<file path="src/rtl/uart_rx.sv">
`default_nettype none
// ============================================================================
//  Module      : uart_rx
//  Description : 8N1-style asynchronous serial receiver with framing-error
//                detection and a saturating error counter.
//  Revision    : 1.0 - initial release
// ============================================================================
module uart_rx #(
    parameter int CLKS_PER_BIT = 434,
    parameter int DATAP        = 8
) (
    input  logic             Clk,
    input  logic             Rst_n,
    input  logic             Rx,
    output logic [DATAP-1:0] RX_byte,
    output logic             REceived,
    output logic             IS_receiving,
    output logic             REcv_error,
    output logic [7:0]       Err_count
);

    localparam int               c_idx_w = (DATAP > 1) ? $clog2(DATAP) : 1;
    localparam logic [15:0]      c_half  = 16'(CLKS_PER_BIT / 2 - 1);
    localparam logic [15:0]      c_full  = 16'(CLKS_PER_BIT - 1);
    localparam logic [c_idx_w-1:0] c_last  = c_idx_w'(DATAP - 1);
    localparam logic [c_idx_w-1:0] c_one   = c_idx_w'(1);

    typedef enum logic [2:0] {
        S_IDLE     = 3'd0,
        S_START    = 3'd1,
        S_DATA     = 3'd2,
        S_STOP     = 3'd3,
        S_ERR_WAIT = 3'd4
    } state_t;

    state_t             r_state, w_state_nxt;
    logic [1:0]         r_sync;
    logic [15:0]        r_cnt, w_cnt_nxt;
    logic [c_idx_w-1:0] r_idx, w_idx_nxt;
    logic [DATAP-1:0]   r_sr, w_sr_nxt;
    logic [DATAP-1:0]   r_byte, w_byte_nxt;
    logic               r_rcv, w_rcv_nxt;
    logic               r_err, w_err_nxt;
    logic [7:0]         r_err_cnt, w_err_cnt_nxt;
    logic               w_rx_s;

    assign w_rx_s = r_sync[1];

    always_comb begin
        w_state_nxt   = r_state;
        w_cnt_nxt     = r_cnt;
        w_idx_nxt     = r_idx;
        w_sr_nxt      = r_sr;
        w_byte_nxt    = r_byte;
        w_rcv_nxt     = 1'b0;
        w_err_nxt     = 1'b0;
        w_err_cnt_nxt = r_err_cnt;
        case (r_state)
            S_IDLE: begin
                if (!w_rx_s) begin
                    w_state_nxt = S_START;
                    w_cnt_nxt   = 16'd0;
                end
            end
            S_START: begin
                // Re-check the line mid start bit so short glitches are dropped silently
                if (r_cnt == c_half) begin
                    w_cnt_nxt   = 16'd0;
                    w_idx_nxt   = '0;
                    w_state_nxt = w_rx_s ? S_IDLE : S_DATA;
                end else begin
                    w_cnt_nxt = r_cnt + 16'd1;
                end
            end
            S_DATA: begin
                if (r_cnt == c_full) begin
                    w_sr_nxt  = {w_rx_s, r_sr[DATAP-1:1]};
                    w_cnt_nxt = 16'd0;
                    w_idx_nxt = r_idx + c_one;
                    if (r_idx == c_last) begin
                        w_state_nxt = S_STOP;
                    end
                end else begin
                    w_cnt_nxt = r_cnt + 16'd1;
                end
            end
            S_STOP: begin
                if (r_cnt == c_full) begin
                    w_cnt_nxt = 16'd0;
                    if (w_rx_s) begin
                        w_byte_nxt  = r_sr;
                        w_rcv_nxt   = 1'b1;
                        w_state_nxt = S_IDLE;
                    end else begin
                        w_err_nxt     = 1'b1;
                        w_err_cnt_nxt = (r_err_cnt == 8'hFF) ? r_err_cnt : r_err_cnt + 8'd1;
                        w_state_nxt   = S_ERR_WAIT;
                    end
                end else begin
                    w_cnt_nxt = r_cnt + 16'd1;
                end
            end
            S_ERR_WAIT: begin
                // A held break reports once; wait for the line to recover
                if (w_rx_s) begin
                    w_state_nxt = S_IDLE;
                end
            end
            default: begin
                w_state_nxt = S_IDLE;
            end
        endcase
    end

    always_ff @(posedge Clk) begin
        if (!Rst_n) begin
            r_sync    <= 2'b11;
            r_state   <= S_IDLE;
            r_cnt     <= 16'd0;
            r_idx     <= '0;
            r_sr      <= '0;
            r_byte    <= '0;
            r_rcv     <= 1'b0;
            r_err     <= 1'b0;
            r_err_cnt <= 8'd0;
        end else begin
            r_sync    <= {r_sync[0], Rx};
            r_state   <= w_state_nxt;
            r_cnt     <= w_cnt_nxt;
            r_idx     <= w_idx_nxt;
            r_sr      <= w_sr_nxt;
            r_byte    <= w_byte_nxt;
            r_rcv     <= w_rcv_nxt;
            r_err     <= w_err_nxt;
            r_err_cnt <= w_err_cnt_nxt;
        end
    end

    assign RX_byte      = r_byte;
    assign REceived     = r_rcv;
    assign REcv_error   = r_err;
    assign Err_count    = r_err_cnt;
    assign IS_receiving = (r_state != S_IDLE);

endmodule
`default_nettype wire

</file>
<file path="config.mk">
export PLATFORM = sky130hd
export DESIGN_NAME = uart_rx
export DESIGN_NICKNAME = d
export VERILOG_FILES = /design/src/rtl/uart_rx.sv
export SDC_FILE = /design/constraint.sdc
export NUM_CORES = 1
export LEC_CHECK = 0
export ABC_CLOCK_PERIOD_IN_PS = 2700
export CAP_MARGIN = 20
export CORE_UTILIZATION = 57
export CTS_CLUSTER_DIAMETER = 100
export DETAILED_ROUTE_END_ITERATION = 16
export PLACE_DENSITY = 0.87
export SYNTH_ARGS = -nofsm -noshare
export SYNTH_HDL_FRONTEND = slang
export SYNTH_SLANG_ARGS = --single-unit
</file>
<file path="constraint.sdc">
create_clock -name Clk -period 2.7 [get_ports Clk]
set_clock_uncertainty 0.15 [all_clocks]
set_input_delay 0.27 -clock Clk [delete_from_list [all_inputs] [get_ports Clk]]
set_output_delay 0.27 -clock Clk [all_outputs]
set_load 0.05 [all_outputs]
</file>
==> metrics list, run 1 <==
* Family of cells with the greatest summed delay on the critical path: buffers and inverters
- Netlist area before placement: ~2400 sq um
* Number of flops mapped to enable cells by yosys: 0
- The worst setup path is captured at an output pin.
* Global-route wire length before repair: 8480 um
- Of the total power, the clock network draws 39.5%.
* Final worst path period share: a little over four fifths
- Cell area reported after detailed placement: 2630 sq um
- Of all flip-flops after synthesis, the portion carrying an async set or reset was 0%.
- Detailed placement finished with a half-perimeter wire length of 3540 um.
- The initial antenna violation count is 0.
- Routability-driven placement finished with a final weighted congestion of 0.839.
- By startpoint and endpoint, the worst setup path is classified as reg -> out.
* Final standard cell utilization of the core: 68.0%
- The Yosys step of the flow raised 0 warnings.
- Syn_area_per_cell: 8.33 sq um
- Cells resized by post-CTS repair: 0
* CTS root buf: clkbuf_8
- Clock-pin slew was measured on the worst setup and hold paths at approximately 90 ps.
* Clock tree from TritonCTS: yes
- Max Cap Violations: 0
- The worst setup path is launched from a flip-flop.
- Switching share of power: 21.4%
* Total negative setup slack: 0 ps
* Most common cell in the synthesized netlist: dfxtp_1
* Most frequent cells after synthesis: 50 x dfxtp_1, 49 x nand2_1, 32 x a21oi_1, 21 x nand3_1, 18 x nor2_1
- Static timing analysis puts the maximum clock frequency at 439 MHz.
- GR Util met1: a little under a third
* Slack of the critical path: 420 ps
* Die Outline Area: 4490 sq um
* Sequential area share after synthesis: 41.6%
- Headroom to the max-slew limit came out at 55.2%.
- Count of buffering cells on the critical path with inverters included: 1
* Standard cell core area: 4030 sq um
- The routed layout has 2117 vias.
- For this design the static power due to leakage is 0.991 nW.
* Worst hold path type: reg -> reg
- Power density relative to cell area: 477 nW/um^2
- Vias per cell: 5.95
- CTS built an H-tree with a depth of 2.
- Library cell occupying the most area in the post-synthesis netlist: dfxtp_1
- The synthesized netlist contains 44 unique library cells.
* Setup repair after global routing missed its margin: no
- Total number of placement rows: 23
* Switching power: 0.279 mW
- DRC violation total after the first TritonRoute iteration: between 150 and 200
- The flow ran to the end, and the final reports show no timing, DRC or antenna violations.
* Clk buf depth: 2
* Data required time of the critical path: 2280 ps
* CP cell instances: or3_1 -> clkdlybuf4s50_1
- For the worst-skew pair, the clock arrives at the later sink with an insertion delay of 300 ps.
- Entering global routing, the biggest net connects 27 pins.
* Drt drc: 0
- Data on the critical path arrives at its endpoint at 1860 ps.
- Combinational power share: 3.5%
- Synthesis handed over a netlist of 289 instances.
* Area growth from synthesis to layout: 13.8%
- The die is ~67 um tall.
* Final instance area: 2740 sq um
* ANT nets after route: 0
- Post-layout power: 1.31 mW
- Final net count: 314
- Layer with the highest usage: met2
- The slowest stage of the critical path is the clkdlybuf4s50_1 cell.
* Average detailed-routed wire length per instance: 14.3 um
- Met2 track demand over resource: 42.3%
- The final count of pins violating max slew was 0.
* Area fraction of the dominant cell type after synthesis: between 40% and 50%
* Worst Max-Slew Pin Slew: 672 ps
* Cell-internal power: 1.03 mW
- The clock period could shrink to 2280 ps.
- Max stage delay on crit path: 710 ps
- Input and output buffers added on the ports amount to 21.
* Fraction of power consumed by sequential logic: 57.0%
- Synth Flop Type: dfxtp_1
- The number of hold violations in the final report was 0.
* ANT cells: 0
- Leading cell types by total area after synthesis: dfxtp_1 42%, nand2_1 7.6%, a21oi_1 6.7%
- VDD sags by at most 0.232 mV.
- Clock buffer count from CTS: 5
- Global routing met3 resource utilization: between 3 and 4%
- Setup violations remaining at the end of the flow were counted as 0.
* CP Max Fanout: 12
- Global routing used between 20% and 30% of the available tracks.
- Post-detailed-routing wire length: 5090 um
- Initial core utilization: 59.8%
* # IOs: 22
- Number of global-route vias before repair: 1862
- Net Count, Synth: between 200 and 300
- Of the cells placed in the final design, the portion with a size suffix greater than 1 is slightly above 6%.
* Pre-CTS setup slack: roughly 500 ps
- Flip-flop and latch count after synthesis: 50
- First-pass DRT Iterations: 4
- # hold bufs at CTS: 0
- GRT Residual Overflow: 0
- TritonCTS Sinks: 50
- The floorplan step set the die width to around 67 um.
* Post-CTS Setup Inserts: 0
-- layer usage --
layer | wire [um] | share of wire, %
met1 | 2300 | 45
met2 | 2480 | 49
met3 | 240 | 4.7
met4 | 67 | 1.3
met5 | 0 | 0
-- power groups by stage --
stage               combinational, mW  clock (mW)  sequential, mW
floorplan                      0.0347           0           0.758
global placement               0.0434           0           0.762
detailed placement             0.0445           0           0.762
CTS                            0.0450       0.525           0.745
global route                   0.0494       0.547           0.746
finish                         0.0453       0.516           0.745
-- placed cells by master, fill, tap and decap left out, types with 7 or more instances in the layout --
cell,Yosys,routed
dfxtp_1,50,50
nand2_1,49,49
a21oi_1,32,32
nand3_1,21,21
clkdlybuf4s50_1,0,21
nor2_1,18,18
a31oi_1,9,9
mux2i_1,8,8
and3_1,7,7
nand2b_1,7,7
-- logic make-up (layout without fill, tap and decap cells) --
family	count (synthesis)	after routing	synth area share, %
mux	8	8	3.33
flops	50	50	41.6
xor+xnor	4	4	1.46
compound gates	60	60	15.0
buf+inv	20	37	3.59
fa+ha+maj	6	6	3.12
simple gates	141	141	31.9
-- sequential cells by signal, summed over array words and instances (netlist names) --
register and count:
r_state 3, r_idx 3, RX_byte 8, REcv_error 1
REceived 1, r_sr 8, r_sync 2, r_cnt 16
Err_count 8
-- final cells by class --
cell class / instances / area, sq um
clock inverter: 3 / 40.0
multi-input combinational: 219 / 1320
sequential: 50 / 1000
inverter: 6 / 22.5
fill: 323 / 1290
clock buffer: 5 / 68.8
timing repair buffer: 23 / 225
tap: 50 / 62.6
-- per-stage QoR --
step                std cells  hold slack, ps
detailed placement        348             251
finish                    356             269
global route              356             300
floorplan                 289             221
CTS                       356             274
global placement          348             247
-- path summary, 6_finish.rpt --
path,slack (ps),to,cells past startpoint,start
min reg2reg,270,r_sync[1],1,r_sync[0]
min,270,r_sync[1],1,r_sync[0]
max reg2reg,440,r_cnt[7],5,r_cnt[11]
max,420,IS_receiving,2,r_state[1]
Power figures use the tool's default switching activity.
==> run 2: changes to the inputs <==
- ABC_CLOCK_PERIOD_IN_PS: 2700 -> 1900
- CORE_UTILIZATION: 57 -> 51
- PLACE_DENSITY: 0.87 -> 0.83
- clock period: 2.7 -> 1.9 ns (I/O delays scaled with it)
==> run 2 against run 1 <==
  * The run now ends with DRC, setup timing left
  * Worst hold slack worse by 1.1 ps
  * Routed wire length is 35% higher
  * Cell count is 15% higher
  * Global-route usage is 0.79 points higher
  * Critical endpoint is now r_cnt[7]
  * Register-to-register slack worse by 520 ps
==> metrics list, run 2 (synthesized netlist as in run 1, its figures left out) <==
- The number of iterations in the first detailed-routing pass is 11 (was 4).
* Tightest slew margin relative to the limit: 65.9% (was 55.2%)
- Y dimension of the die: 70.7 um (was 67.0 um)
- Worst hold path type: reg -> reg (unchanged)
- Clock buffer count from CTS: 5 (unchanged)
- Largest net degree at the start of global routing: 22 (was 27)
* Biggest register: r_cnt (unchanged)
- The initial antenna violation count is 0 (unchanged).
- The amount of wire on met2 after detailed routing is 3550 um (was 2480 um).
* Flip-flop count of the largest register after layout: 16 (unchanged)
- Max Cap Violations: 0 (unchanged)
* Worst Max-Slew Pin Slew: 511 ps (was 672 ps)
- The antenna violation net count after detailed routing came to 0 (unchanged).
- Input/output buffers: 21 (unchanged)
- The final reports fail on DRC, setup timing.
- The highest layer used for signal routing is met4 (unchanged).
* Clock tree from TritonCTS: yes (unchanged)
- Leakage power: 1.37 nW (was 0.991 nW)
* Detailed-routing wirelength on met1: 2850 um (was 2300 um)
- The sum of net half-perimeters after detailed placement was 4190 um (was 3540 um).
* # IOs: 22 (unchanged)
* Power density relative to cell area: 530 nW/um^2 (was 477 nW/um^2)
* ANT cells: 0 (unchanged)
- The clock-pin slew on the worst setup and hold paths was 90 ps (about the same).
- Post-detailed-routing wire length: 6890 um (was 5090 um)
- The top fanout value on the critical path was 5 (was 12).
- Setup repair after global routing missed its margin: yes (was no).
- The worst setup slack after layout is -84.4 ps (was 420 ps).
* Reg2reg path depth: 7 (was 5)
- Pre-CTS setup slack: -82.0 ps (was 509 ps)
* Final worst path period share: 104%
- Maximum clock frequency: 504 MHz
- Post-layout power: 1.78 mW (was 1.31 mW)
- Number of max-slew violations in the final report: 0 (unchanged)
* Setup Viol. Count Final: 11 (was 0)
- Weighted congestion reported at the end of routability-driven placement: 0.896 (was 0.839)
* CTS root buf: clkbuf_8 (unchanged)
- Reg2Reg Launch Point: r_cnt[0] (was r_cnt[11])
- The effective utilization at floorplan was 54.2% (was 59.8%).
- Via count: 2452 (was 2117)
- The overall routing resource usage is 25.7% (was 24.9%).
- Highest ir drop seen on vdd: 0.338 mV (was 0.232 mV)
- The kind of end point of the critical path was a flip-flop (was output pin).
- Final net count: 365 (was 314)
- Cell Count, Final, Fillers Out: 409 (was 356)
- The number of cell rows came to 24 (was 23).
* Hold worst-path end: r_sync[1] (unchanged)
- The met3 wire length is 247 um (was 240 um).
- Most frequent cells in the layout: 46 x buf_4, 44 x dfxtp_1, 44 x nand2_1, 19 x nand3_1, 19 x a21oi_1 (was 50 x dfxtp_1, 49 x nand2_1, 32 x a21oi_1, 21 x nand3_1, 21 x clkdlybuf4s50_1).
- The width of the die was 70.7 um (was 67.0 um).
* Drt drc: 2 (was 0)
- The clock sink count was 50 (unchanged).
- The number of hold buffers added after cts was 0 (unchanged).
- Reg-to-reg endpoint: r_cnt[7] (unchanged)
- The share of cells above drive strength 1 came to 33.1% (was 6.21%).
* Clock insertion delay at the later pin of the skew report: 300 ps (about the same)
- The number of DRC markers in iteration 0 is 190 (was 186).
- GRT Residual Overflow: 0 (unchanged)
- The type of the worst setup path is reg -> reg (was reg -> out).
* Global-route wire length before repair: 10200 um (was 8480 um)
- For the finished layout, the period the worst path requires is around 2000 ps.
- Number of global-route vias before repair: 2261 (was 1862)
- Data required time of the critical path: 1950 ps (was 2280 ps)
- The via density per instance is 6.00 (was 5.95).
- The number of buffers on the longest clock path is 2 (unchanged).
- Standard cell core area: 4440 sq um (was 4030 sq um)
- The number of H-tree levels is 2 (unchanged).
* Hold-critical path depth: 1 (unchanged)
- Average detailed-routed wire length per instance: 16.9 um (was 14.3 um)
- Final hold violations: 0 (unchanged)
- Critical Path AT: 2030 ps (was 1860 ps)
- The layout overhead on the synthesized area came to 39.6% (was 13.8%).
- The number of fill cells came to 309 (was 323).
* Result of the run: finished, violations left (was finished clean)
- The startpoint kind of the worst setup timing path was a flip-flop (unchanged).
- The start point of the worst min-delay path was r_sync[0] (unchanged).
- The slack of the worst reg-to-reg path is -80 ps (was 440 ps).
- Die Outline Area: 5000 sq um (was 4490 sq um)
- The number of placed instances with taps included was 392 (was 348).
- The most common cell after layout, fill and taps aside is buf_4 (was dfxtp_1).
-- run 2: where the power goes --
part	switching (mW)	internal (mW)
Sequential	0.00462	1.05
Combinational	0.0575	0.0352
Clock	0.342	0.294
-- run 2: how the worst max path moves through the flow --
stage / from / endpoint / slack [ps] / cells past startpoint
2_1_floorplan: r_cnt[11] / r_cnt[7] / 4 / 5
3_3_place_gp: Rst_n / r_cnt[7] / -50 / 6
3_5_place_dp: Rst_n / r_cnt[12] / -80 / 7
4_1_cts: r_cnt[9] / Err_count[5] / -50 / 7
5_1_grt: r_cnt[5] / Err_count[5] / -200 / 6
6_report: r_cnt[0] / r_cnt[7] / -80 / 7
-- run 2: area by class of cell --
class,instances,area (sq um),area share (%)
clock buffers,7,86.3,2.57
clock inverters,1,5.00,0.149
inverters,6,22.5,0.670
multi-input cells,220,1530,45.4
flip-flops and latches,50,1010,30.1
well taps,52,65.1,1.94
repair buffers,73,644,19.2
-- run 2: layer usage --
metal	global-route usage, %	vias up
met3	5.13	23
met1	31.9	1179
met4	10.0	0
li1	-	1182
met5	0	-
met2	43.9	68
-- run 2: critical path, cell delays in order, from the launching register on --
cell,delay (ps)
dfxtp_4,370
inv_1,80
ha_1,140
and3_1,190
nand4_2,160
a32o_2,350
and3_1,180
a221o_1,250
-- run 2: per-stage QoR --
step / setup TNS (ps) / util (%) / hold slack [ps] / area [sq um]
after CTS: -209 / 69.6 / 272 / 3090
after global placement: -101 / 66.3 / 240 / 2950
final: -273 / 75.6 / 268 / 3360
after global routing: -2520 / 75.6 / 284 / 3360
after detailed placement: -305 / 66.3 / 252 / 2950
after floorplan: 0 / - / 141 / 2410
-- run 2: what timing repair did --
action                     in CTS  in global routing
hold endpoints to repair        0                  0
gates cloned                    1                  0
setup buffers                   2                  6
pin swaps                       7                 17
gates resized for setup         8                 63
setup endpoints to repair      13                 50
